$ cat src/rtl/iob_cache_ctrl_csr_if.sv
// Register-access bus between the cache control-space front-end and the CSR block.
// Single-cycle request/acknowledge; no stall.
interface iob_cache_ctrl_csr_if #(
    parameter int unsigned DATA_W = 32,
    parameter int unsigned ADDR_W = 4
);
    logic              valid;
    logic              we;
    logic [ADDR_W-1:0] addr;
    logic [DATA_W-1:0] wdata;
    logic [DATA_W-1:0] rdata;
    logic              ready;

    modport master (
        output valid, we, addr, wdata,
        input  rdata, ready
    );

    modport slave (
        input  valid, we, addr, wdata,
        output rdata, ready
    );
endinterface

$ cat src/rtl/iob_cache_ctrl_csr.sv
// Cache control/status registers: hit/miss event counters with overflow flags,
// counter control, write-through buffer status and a handshaked invalidate request.
module iob_cache_ctrl_csr #(
    parameter int unsigned DATA_W       = 32,
    parameter int unsigned ADDR_W       = 4,
    parameter int unsigned CNT_W        = 32,
    parameter bit          USE_CTRL_CNT = 1'b1,
    parameter bit          SATURATE     = 1'b1,
    parameter logic [31:0] VERSION      = 32'h0000_0100
) (
    input  logic                 clk_i,
    input  logic                 reset_n_i,
    iob_cache_ctrl_csr_if.slave  bus,
    input  logic                 read_hit_i,
    input  logic                 read_miss_i,
    input  logic                 write_hit_i,
    input  logic                 write_miss_i,
    input  logic                 wtbuf_empty_i,
    input  logic                 wtbuf_full_i,
    output logic                 invalidate_o,
    input  logic                 invalidate_done_i
);

    localparam int unsigned SumW = DATA_W + 1;

    localparam logic [ADDR_W-1:0] AddrHit       = ADDR_W'(0);
    localparam logic [ADDR_W-1:0] AddrMiss      = ADDR_W'(1);
    localparam logic [ADDR_W-1:0] AddrReadHit   = ADDR_W'(2);
    localparam logic [ADDR_W-1:0] AddrReadMiss  = ADDR_W'(3);
    localparam logic [ADDR_W-1:0] AddrWriteHit  = ADDR_W'(4);
    localparam logic [ADDR_W-1:0] AddrWriteMiss = ADDR_W'(5);
    localparam logic [ADDR_W-1:0] AddrCtrl      = ADDR_W'(6);
    localparam logic [ADDR_W-1:0] AddrInv       = ADDR_W'(7);
    localparam logic [ADDR_W-1:0] AddrStatus    = ADDR_W'(8);
    localparam logic [ADDR_W-1:0] AddrVersion   = ADDR_W'(9);

    typedef enum logic [0:0] {StIdle, StBusy} inv_state_e;

    inv_state_e state_q, state_d;

    // Counter index order: 0 read_hit, 1 read_miss, 2 write_hit, 3 write_miss.
    logic [CNT_W-1:0]  cnt_q [4];
    logic [CNT_W-1:0]  cnt_d [4];
    logic [3:0]        ovf_q, ovf_d;
    logic              cnt_en_q, cnt_en_d;
    logic [DATA_W-1:0] rdata_q, rdata_d;
    logic              ready_q;

    logic [3:0]        ev;
    logic              wr, wr_ctrl, wr_inv, wr_status, rst_cnt, inv_busy;
    logic [CNT_W:0]    hit_sum, miss_sum;
    logic [SumW-1:0]   hit_wide, miss_wide;
    logic [DATA_W-1:0] hit_rd, miss_rd;
    logic              unused_wdata;

    assign ev        = {write_miss_i, write_hit_i, read_miss_i, read_hit_i};
    assign wr        = bus.valid & bus.we;
    assign wr_ctrl   = wr && (bus.addr == AddrCtrl);
    assign wr_inv    = wr && (bus.addr == AddrInv);
    assign wr_status = wr && (bus.addr == AddrStatus);
    assign rst_cnt   = wr_ctrl & bus.wdata[1];
    assign inv_busy  = (state_q == StBusy);

    assign unused_wdata = ^bus.wdata;

    always_comb begin
        cnt_en_d = cnt_en_q;
        if (wr_ctrl && USE_CTRL_CNT) begin
            cnt_en_d = bus.wdata[0];
        end
        for (int i = 0; i < 4; i++) begin
            cnt_d[i] = cnt_q[i];
            ovf_d[i] = ovf_q[i];
            if (wr_status && bus.wdata[3+i]) begin
                ovf_d[i] = 1'b0;
            end
            // A counter clear swallows same-cycle events, so they cannot flag overflow.
            if (rst_cnt) begin
                cnt_d[i] = '0;
            end else if (cnt_en_q && ev[i]) begin
                if (&cnt_q[i]) begin
                    ovf_d[i] = 1'b1;
                    if (!SATURATE) begin
                        cnt_d[i] = '0;
                    end
                end else begin
                    cnt_d[i] = cnt_q[i] + CNT_W'(1);
                end
            end
            if (!USE_CTRL_CNT) begin
                cnt_d[i] = '0;
                ovf_d[i] = 1'b0;
            end
        end
    end

    // Sums carry one extra bit; only when CNT_W == DATA_W can it spill past the bus.
    always_comb begin
        hit_sum   = {1'b0, cnt_q[0]} + {1'b0, cnt_q[2]};
        miss_sum  = {1'b0, cnt_q[1]} + {1'b0, cnt_q[3]};
        hit_wide  = SumW'(hit_sum);
        miss_wide = SumW'(miss_sum);
        hit_rd    = (SATURATE && hit_wide[DATA_W]) ? '1 : hit_wide[DATA_W-1:0];
        miss_rd   = (SATURATE && miss_wide[DATA_W]) ? '1 : miss_wide[DATA_W-1:0];
    end

    always_comb begin
        rdata_d = '0;
        if (bus.valid && !bus.we) begin
            case (bus.addr)
                AddrHit:       rdata_d = hit_rd;
                AddrMiss:      rdata_d = miss_rd;
                AddrReadHit:   rdata_d = DATA_W'(cnt_q[0]);
                AddrReadMiss:  rdata_d = DATA_W'(cnt_q[1]);
                AddrWriteHit:  rdata_d = DATA_W'(cnt_q[2]);
                AddrWriteMiss: rdata_d = DATA_W'(cnt_q[3]);
                AddrCtrl:      rdata_d = DATA_W'(cnt_en_q && USE_CTRL_CNT);
                AddrStatus:    rdata_d = DATA_W'({ovf_q, inv_busy, wtbuf_full_i, wtbuf_empty_i});
                AddrVersion:   rdata_d = DATA_W'(VERSION);
                default:       rdata_d = '0;
            endcase
        end
    end

    always_ff @(posedge clk_i or negedge reset_n_i) begin
        if (!reset_n_i) begin
            for (int i = 0; i < 4; i++) begin
                cnt_q[i] <= '0;
            end
            ovf_q    <= '0;
            cnt_en_q <= 1'b1;
            rdata_q  <= '0;
            ready_q  <= 1'b0;
        end else begin
            for (int i = 0; i < 4; i++) begin
                cnt_q[i] <= cnt_d[i];
            end
            ovf_q    <= ovf_d;
            cnt_en_q <= cnt_en_d;
            rdata_q  <= rdata_d;
            ready_q  <= bus.valid;
        end
    end

    assign bus.rdata = rdata_q;
    assign bus.ready = ready_q;

    always_ff @(posedge clk_i or negedge reset_n_i) begin
        if (!reset_n_i) begin
            state_q <= StIdle;
        end else begin
            state_q <= state_d;
        end
    end

    // Requests while busy are acknowledged on the bus but not queued.
    always_comb begin
        state_d = state_q;
        unique case (state_q)
            StIdle:  if (wr_inv) state_d = StBusy;
            StBusy:  if (invalidate_done_i) state_d = StIdle;
            default: state_d = StIdle;
        endcase
    end

    always_comb begin
        invalidate_o = (state_q == StBusy);
    end

endmodule

$ cat src/flat_wrapper.sv
// flat-port wrapper written by rule: the top's interface ports become plain ports
module iob_cache_ctrl_csr_flat 
#(
    parameter int unsigned DATA_W       = 32,
    parameter int unsigned ADDR_W       = 4,
    parameter int unsigned CNT_W        = 32,
    parameter bit          USE_CTRL_CNT = 1'b1,
    parameter bit          SATURATE     = 1'b1,
    parameter logic [31:0] VERSION      = 32'h0000_0100
)
  (clk_i, reset_n_i, read_hit_i, read_miss_i, write_hit_i, write_miss_i, wtbuf_empty_i, wtbuf_full_i, invalidate_o, invalidate_done_i, bus_valid, bus_we, bus_addr, bus_wdata, bus_rdata, bus_ready);
  iob_cache_ctrl_csr_if #(.DATA_W(DATA_W), .ADDR_W(ADDR_W)) bus_i ();
  input  logic clk_i;
  input  logic reset_n_i;
  input  logic read_hit_i;
  input  logic read_miss_i;
  input  logic write_hit_i;
  input  logic write_miss_i;
  input  logic wtbuf_empty_i;
  input  logic wtbuf_full_i;
  output logic invalidate_o;
  input  logic invalidate_done_i;
  input wire logic [$bits(bus_i.valid)-1:0] bus_valid;
  input wire logic [$bits(bus_i.we)-1:0] bus_we;
  input wire logic [$bits(bus_i.addr)-1:0] bus_addr;
  input wire logic [$bits(bus_i.wdata)-1:0] bus_wdata;
  output wire logic [$bits(bus_i.rdata)-1:0] bus_rdata;
  output wire logic [$bits(bus_i.ready)-1:0] bus_ready;
  assign bus_i.valid = bus_valid;
  assign bus_i.we = bus_we;
  assign bus_i.addr = bus_addr;
  assign bus_i.wdata = bus_wdata;
  assign bus_rdata = bus_i.rdata;
  assign bus_ready = bus_i.ready;
  iob_cache_ctrl_csr #(.DATA_W(DATA_W), .ADDR_W(ADDR_W), .CNT_W(CNT_W), .USE_CTRL_CNT(USE_CTRL_CNT), .SATURATE(SATURATE), .VERSION(VERSION)) u_core (.clk_i(clk_i), .reset_n_i(reset_n_i), .bus(bus_i), .read_hit_i(read_hit_i), .read_miss_i(read_miss_i), .write_hit_i(write_hit_i), .write_miss_i(write_miss_i), .wtbuf_empty_i(wtbuf_empty_i), .wtbuf_full_i(wtbuf_full_i), .invalidate_o(invalidate_o), .invalidate_done_i(invalidate_done_i));
endmodule
$ cat config.mk
export PLATFORM = sky130hd
export DESIGN_NAME = iob_cache_ctrl_csr_flat
export DESIGN_NICKNAME = d
export VERILOG_FILES = /design/src/rtl/iob_cache_ctrl_csr_if.sv /design/src/rtl/iob_cache_ctrl_csr.sv /design/src/flat_wrapper.sv
export SDC_FILE = /design/constraint.sdc
export NUM_CORES = 1
export LEC_CHECK = 0
export CAP_MARGIN = 20
export CORE_ASPECT_RATIO = 1.4
export CORE_MARGIN = 4
export CORE_UTILIZATION = 40
export CTS_BUF_LIST = sky130_fd_sc_hd__clkbuf_16
export CTS_CLUSTER_DIAMETER = 120
export CTS_CLUSTER_SIZE = 10
export DETAILED_ROUTE_END_ITERATION = 12
export GPL_ROUTABILITY_DRIVEN = 0
export GPL_TIMING_DRIVEN = 0
export PLACE_DENSITY_LB_ADDON = 0.1
export RECOVER_POWER = 100
export SYNTH_ARGS = -nofsm -noshare
export SYNTH_HDL_FRONTEND = slang
export SYNTH_SLANG_ARGS = --single-unit
$ cat constraint.sdc
create_clock -name clk_i -period 2.94 [get_ports clk_i]
set_clock_uncertainty 0.05 [all_clocks]
set_input_delay 0.882 -clock clk_i [delete_from_list [all_inputs] [get_ports clk_i]]
set_output_delay 0.882 -clock clk_i [all_outputs]
set_load 0.02 [all_outputs]
==> flow_summary.json, run 1 <==
{
  "status": "finished, violations left",
  "violations": "max-capacitance violations, max-slew violations, negative setup slack",
  "core_area_um2": 29300,
  "seqCellArea_um2": 4240,
  "clkSinkCount": 167,
  "min_period_ns": 3.30,
  "fin_util": 0.528,
  "dr_wl_met3_um": 2360,
  "hold_depth": 2,
  "hp-class": "reg -> reg",
  "fin_crit_sh": 1.12,
  "holdBufCountCts": 0,
  "dr.pass1.iters": 5,
  "die_y_um": 212,
  "critPathArrivalTime_ns": 3.54,
  "hold_slack_ns": 0.472,
  "powerDensity_nw_per_um2": 435,
  "wl_met1_um": 17200,
  "start_kind": "flop",
  "die-area_um2": 32600,
  "dp.cells": 1813,
  "fmax_mhz": 303,
  "setup_violations": 152,
  "synthArstFlopShare": 1.00,
  "reg2regPathDepth": 13,
  "syn-num-nets": 1495,
  "vdd_drop_max_uv": 405,
  "wl_per_cell_um": 23.2,
  "instances_no_fill": 1938,
  "nFillCells": 2803,
  "synth_edf_count": 0,
  "nNetsFinal": 1664,
  "drt_wl_total_um": 45100,
  "htreeDepth": 4,
  "antenna_found_initial": 0,
  "clk_path_buf_depth": 2,
  "drive_gt1_frac": 0.227,
  "crit_required_ns": 3.18,
  "synth_cells": 1378,
  "rows": 74,
  "area_delta_synth_final_pct": 29.8,
  "report.power.total_uw": 6720,
  "drc": 0,
  "cts_tree": "done",
  "synth_area_um2": 11900,
  "tightest_slew_ns": 1.78,
  "synth_seq_cells": 167,
  "multi_input_area_um2": 8410,
  "ys_seq_area_frac": 0.351,
  "ios": 81,
  "grt_pass1_vias": 11500,
  "dp_hpwl_um": 32700,
  "grt-ovfl-total": 0,
  "vias": 11800,
  "final_max_slew_viol_count": 70,
  "synth_cell_types": 73,
  "cts_made_buffers": 17,
  "yosysWarnings": 0,
  "setup_ws_ns": -0.359,
  "hold_viol": 0,
  "max-cap-violations": 1,
  "grt_max_degree": 99,
  "portBuffers": 53,
  "start_util": 0.407,
  "gr-usage-all-layers": 0.271,
  "clk_pin_slew_worst_paths_ns": 0.07,
  "grt_pass1_wl_um": 67300,
  "drtAntennaViolNets": 0,
  "critPathCaptureType": "flop",
  "rsz0062_at_grt": "true",
  "drt_iter0_drc": 768,
  "ys.flop_type": "dfrtp_1",
  "criticalPathCategory": "reg -> reg",
  "worstSkewPairLatency_ns": 0.46,
  "crit_fanout": 10,
  "cts_root_buffer": "clkbuf_16",
  "synth.avg_cell_area_um2": 8.64,
  "dp_slack_ns": -1.41,
  "die_x_um": 154,
  "wl_met2_um": 21400,
  "leakage_uw": 0.00680,
  "maxSlewHeadroom": -0.187,
  "drt-vias-per-instance": 6.08,
  "route.top_layer_used": "met4",
  "n_antenna_cell": 0
}
==> critical path, stage by stage (launching register included) <==
cell	delay, ns
dfrtp_2	0.44
ha_2	0.23
fa_2	0.38
a211oi_1	0.32
nor2_1	0.13
o22ai_2	0.18
buf_6	0.15
o31ai_4	0.08
a31oi_4	0.20
nor2_4	0.07
a41o_4	0.31
clkbuf_8	0.19
o21ai_1	0.22
a41oi_1	0.18
==> cell usage after synthesis (all sizes together) (4+ instances only) <==
master / instances / area share
nand2: 117 / 0.037
a221oi: 16 / 0.012
a22oi: 22 / 0.014
o31ai: 7 / 0.0060
o21bai: 4 / 0.0025
nor3: 20 / 0.0098
a21boi: 4 / 0.0025
and3: 34 / 0.018
ha: 68 / 0.071
nand2b: 9 / 0.0047
nand4: 28 / 0.015
xnor2: 71 / 0.052
dfrtp: 166 / 0.35
or3: 23 / 0.012
a222oi: 7 / 0.0059
nor2: 157 / 0.049
o21ai: 116 / 0.049
nor4: 9 / 0.0063
and2: 6 / 0.0033
a31oi: 30 / 0.016
a21oi: 82 / 0.035
a21o: 33 / 0.021
o21a: 9 / 0.0057
xor2: 89 / 0.065
a211oi: 11 / 0.0069
a22o: 20 / 0.015
buf: 4 / 0.0024
inv: 23 / 0.0072
clkbuf: 53 / 0.017
and4: 16 / 0.012
o211ai: 8 / 0.0050
a41oi: 10 / 0.0074
nand3: 56 / 0.024
nor2b: 11 / 0.0058
==> per-layer routing <==
layer | GRT usage | vias to the layer above
met5 | 0 | -
met4 | 0.204 | 0
met3 | 0.0452 | 189
met2 | 0.460 | 485
met1 | 0.306 | 5688
li1 | - | 5430
==> layout make-up <==
class	count	share of cell area
clock buffers	17	0.0275
clock inverters	13	0.0134
repair buffers	155	0.0867
plain buffers	52	0.0179
inverters	23	0.00558
flip-flops and latches	167	0.274
well taps	380	0.0307
multi-input cells	1131	0.544
==> final timing paths <==
check                                start             endpoint  slack, ns
max                        u_core.cnt_q[0]  u_core.bus.rdata[3]      -0.36
min                        u_core.ovf_q[1]      u_core.ovf_q[1]       0.47
max reg2reg                u_core.cnt_q[0]  u_core.bus.rdata[3]      -0.36
min reg2reg                u_core.ovf_q[1]      u_core.ovf_q[1]       0.47
max in group asynchronous        reset_n_i    u_core.cnt_q[109]       0.39
min in group asynchronous        reset_n_i     u_core.cnt_q[92]       0.84
==> stage by stage <==
stage	setup TNS (ns)	area, um^2
floorplan	-0.00742	12000
CTS	-7.08	14800
global placement	-1228.79	13000
detailed placement	-164.47	13000
global route	-33.77	15500
finish	-18.78	15500
==> report_power, final <==
part / switching [uW] / internal, uW
Clock: 1010 / 1500
Sequential: 265 / 2440
Combinational: 756 / 755
==> cell families after synthesis <==
logic type,count (synthesis),share of synthesized area
multiplexers,6,0.00536
AND/OR/NAND/NOR,495,0.203
XOR/XNOR,160,0.118
flip-flops,167,0.351
buffers and inverters,80,0.0265
AO/OA/AOI/OAI,400,0.222
adder cells (fa/ha/maj),70,0.0748
==> cells in the final DEF, fill, tap and decap left out, types with 15 or more instances in the layout <==
master         instances
a21o_1                33
a21oi_1               73
a221oi_1              15
a22o_1                20
a22oi_1               22
a31oi_1               17
and3_1                27
buf_4                 88
clkbuf_1              33
clkbuf_16             17
dfrtp_1              118
dfrtp_2               48
dlygate4sd3_1         34
ha_1                  43
ha_4                  19
inv_1                 25
nand2_1              116
nand3_1               54
nand4_1               28
nor2_1               151
o21ai_0               58
o21ai_1               24
o21ai_2               26
or3_1                 20
xnor2_1               70
xor2_1                89
==> flip-flops by register name (all words and copies together), names as in the netlist <==
signal and count:
u_core.invalidate_o 1, u_core.bus.ready 1, u_core.bus.rdata 32, u_core.cnt_en_q 1, u_core.cnt_q 128, u_core.ovf_q 4
==> what timing repair did <==
item,CTS,global route
hold endpoints to repair,0,0
pin swaps,61,58
endpoints found under the setup margin,161,79
buffers inserted,56,43
gates cloned,1,1
resized for setup,203,110
Note: power is estimated with default switching activity, not from simulation.
==> run 2, diff against run 1 <==
--- a/config.mk
+++ b/config.mk
@@ -17,6 +17,7 @@
 export GPL_TIMING_DRIVEN = 0
 export PLACE_DENSITY_LB_ADDON = 0.1
 export RECOVER_POWER = 100
+export SLEW_MARGIN = 20
 export SYNTH_ARGS = -nofsm -noshare
 export SYNTH_HDL_FRONTEND = slang
 export SYNTH_SLANG_ARGS = --single-unit
==> run 2 against run 1 <==
The flow finishes with violations (negative setup slack). Sequential power about the same. Design area up 2.4%. Clock power down 3%. Via count down 0.81%. Sequential share of layout area down 0.68 points. First-iteration DRC count up 23%. Power down 0.97%. Critical path depth down 1. Fmax up 0.49%. Setup slack better by 0.016 ns.
==> flow_summary.json, run 2 (synthesis results as in run 1) <==
{
  "worstSkewPairLatency_ns": 0.46,
  "criticalPathCategory": "reg -> reg",
  "r2r-start": "u_core.cnt_q[33]",
  "final_cell_mix": "nor2_1, dfrtp_1, nand2_1",
  "min_period_ns": 3.28,
  "n_antenna_cell": 0,
  "drive_gt1_frac": 0.242,
  "final_max_slew_viol_count": 0,
  "dp_slack_ns": -1.39,
  "area_delta_synth_final_pct": 33.0,
  "hold_depth": 2,
  "vdd_drop_max_uv": 504,
  "clkSinkCount": 167,
  "leakage_uw": 0.00684,
  "gr-usage-all-layers": 0.267,
  "finalSetupTns_ns": -19.25,
  "tightest_slew_ns": 1.31,
  "status": "finished, violations left",
  "maxSlewHeadroom": 0.128,
  "grt_pass1_wl_um": 66400,
  "setup_ws_ns": -0.343,
  "hp-class": "reg -> reg",
  "die_x_um": 154,
  "largest-register": "u_core.cnt_q",
  "drtAntennaViolNets": 0,
  "crit_fanout": 7,
  "worstHoldEndpoint": "u_core.ovf_q[1]",
  "reg2regPathDepth": 12,
  "wl_per_cell_um": 23.1,
  "violations": "negative setup slack",
  "critPathArrivalTime_ns": 3.58,
  "hp-start": "u_core.ovf_q[1]",
  "dp_hpwl_um": 32900,
  "start_util": 0.407,
  "dr.pass1.iters": 5,
  "max-cap-violations": 0,
  "cts_root_buffer": "clkbuf_16",
  "nFillCells": 2723,
  "setup_violations": 114,
  "dp.cells": 1813,
  "core_area_um2": 29300,
  "instances_no_fill": 1938,
  "antenna_found_initial": 0,
  "regToRegSetupSlack_ns": -0.34,
  "critPathCaptureType": "flop",
  "drt_iter0_drc": 946,
  "ios": 81,
  "drc": 0,
  "hold_viol": 0,
  "crit_path_start": "u_core.cnt_q[33]",
  "largest_reg_flops": 128,
  "clk_path_buf_depth": 2,
  "grt-ovfl-total": 0,
  "htreeDepth": 4,
  "cts_tree": "done",
  "portBuffers": 53,
  "die-area_um2": 32600,
  "fmax_mhz": 305,
  "layout.cells.most_common": "nor2_1",
  "die_y_um": 212,
  "final_area_um2": 15800,
  "vias": 11700,
  "report.power.total_uw": 6660,
  "crit_required_ns": 3.24,
  "cts_made_buffers": 17,
  "place_area_um2": 13000,
  "drt_wl_total_um": 44800,
  "start_kind": "flop",
  "grt_pass1_vias": 11300,
  "drt-vias-per-instance": 6.04,
  "rows": 74,
  "powerDensity_nw_per_um2": 420,
  "r2r-end": "u_core.bus.rdata[31]",
  "nNetsFinal": 1662,
  "fin_crit_sh": 1.12,
  "grt_max_degree": 93,
  "clk_pin_slew_worst_paths_ns": 0.07,
  "rsz0062_at_grt": "true"
}
-- run 2: cell count changes in the layout (fill, tap and decap cells not counted), moves of 5 or more --
| cell | delta |
|---|---|
| clkbuf_1 | -5 |
| o21ai_0 | -5 |
| o21ai_4 | +18 |
| ha_1 | +5 |
| o21ai_1 | -11 |
| a41oi_1 | -5 |
| buf_4 | -8 |
-- run 2: worst max-delay path by stage --
stage / cells past startpoint / slack [ns] / end
6_report: 12 / -0.34 / u_core.bus.rdata[31]
5_1_grt: 12 / -0.45 / u_core.bus.rdata[31]
4_1_cts: 12 / -0.32 / u_core.bus.rdata[31]
3_5_place_dp: 8 / -1.39 / u_core.cnt_q[119]
3_3_place_gp: 1 / -6.40 / u_core.cnt_q[99]
2_1_floorplan: 12 / -0.006 / u_core.bus.rdata[26]
-- run 2: worst max-delay path, stage by stage, from the launching register on --
cell	delay, ns
dfrtp_2	0.49
ha_1	0.35
a211oi_2	0.24
o21ai_2	0.13
o21ai_2	0.19
a211oi_2	0.09
buf_4	0.15
nor4b_4	0.32
o31ai_2	0.12
a311oi_2	0.33
o21ai_0	0.16
mux2_2	0.30
o211ai_1	0.24
-- run 2: layer usage --
metal,vias to the layer above,part of all wire,global-route usage,routed length [um]
li1,5412,-,-,-
met1,5710,0.38,0.310,17200
met2,421,0.49,0.464,22100
met3,154,0.053,0.0413,2390
met4,0,0.067,0.162,3000
met5,-,0,0,0
-- run 2: power breakdown --
group          switching (uW)  total [uW]  internal (uW)
Clock                    1020        2430           1410
Combinational             787        1510            725
Sequential                274        2720           2440
-- run 2: cell type report --
class | instances | area, um^2 | area share
Clock inverter | 15 | 188 | 0.0118
Timing Repair Buffer | 153 | 1400 | 0.0881
Tap cell | 380 | 475 | 0.0300
Clock buffer | 17 | 425 | 0.0269
Buffer | 52 | 348 | 0.0220
Sequential cell | 167 | 4240 | 0.267
Multi-Input combinational cell | 1131 | 8690 | 0.548
Inverter | 23 | 86.3 | 0.00545
-- run 2: what timing repair did --
| item | CTS | global route |
|---|---|---|
| pin swaps | 58 | 62 |
| cloned | 4 | 2 |
| hold buffers | 0 | 0 |
| gates resized for setup | 251 | 142 |
| endpoints found under the setup margin | 161 | 85 |
| buffers inserted | 40 | 70 |
-- run 2: through the flow --
| stage | hold slack [ns] | utilization |
|---|---|---|
| 6_report | 0.476 | 0.541 |
| 5_1_grt | 0.496 | 0.541 |
| 4_1_cts | 0.188 | 0.506 |
| 3_5_place_dp | 0.444 | 0.445 |
| 3_3_place_gp | 0.438 | 0.443 |
| 2_1_floorplan | 0.392 | - |
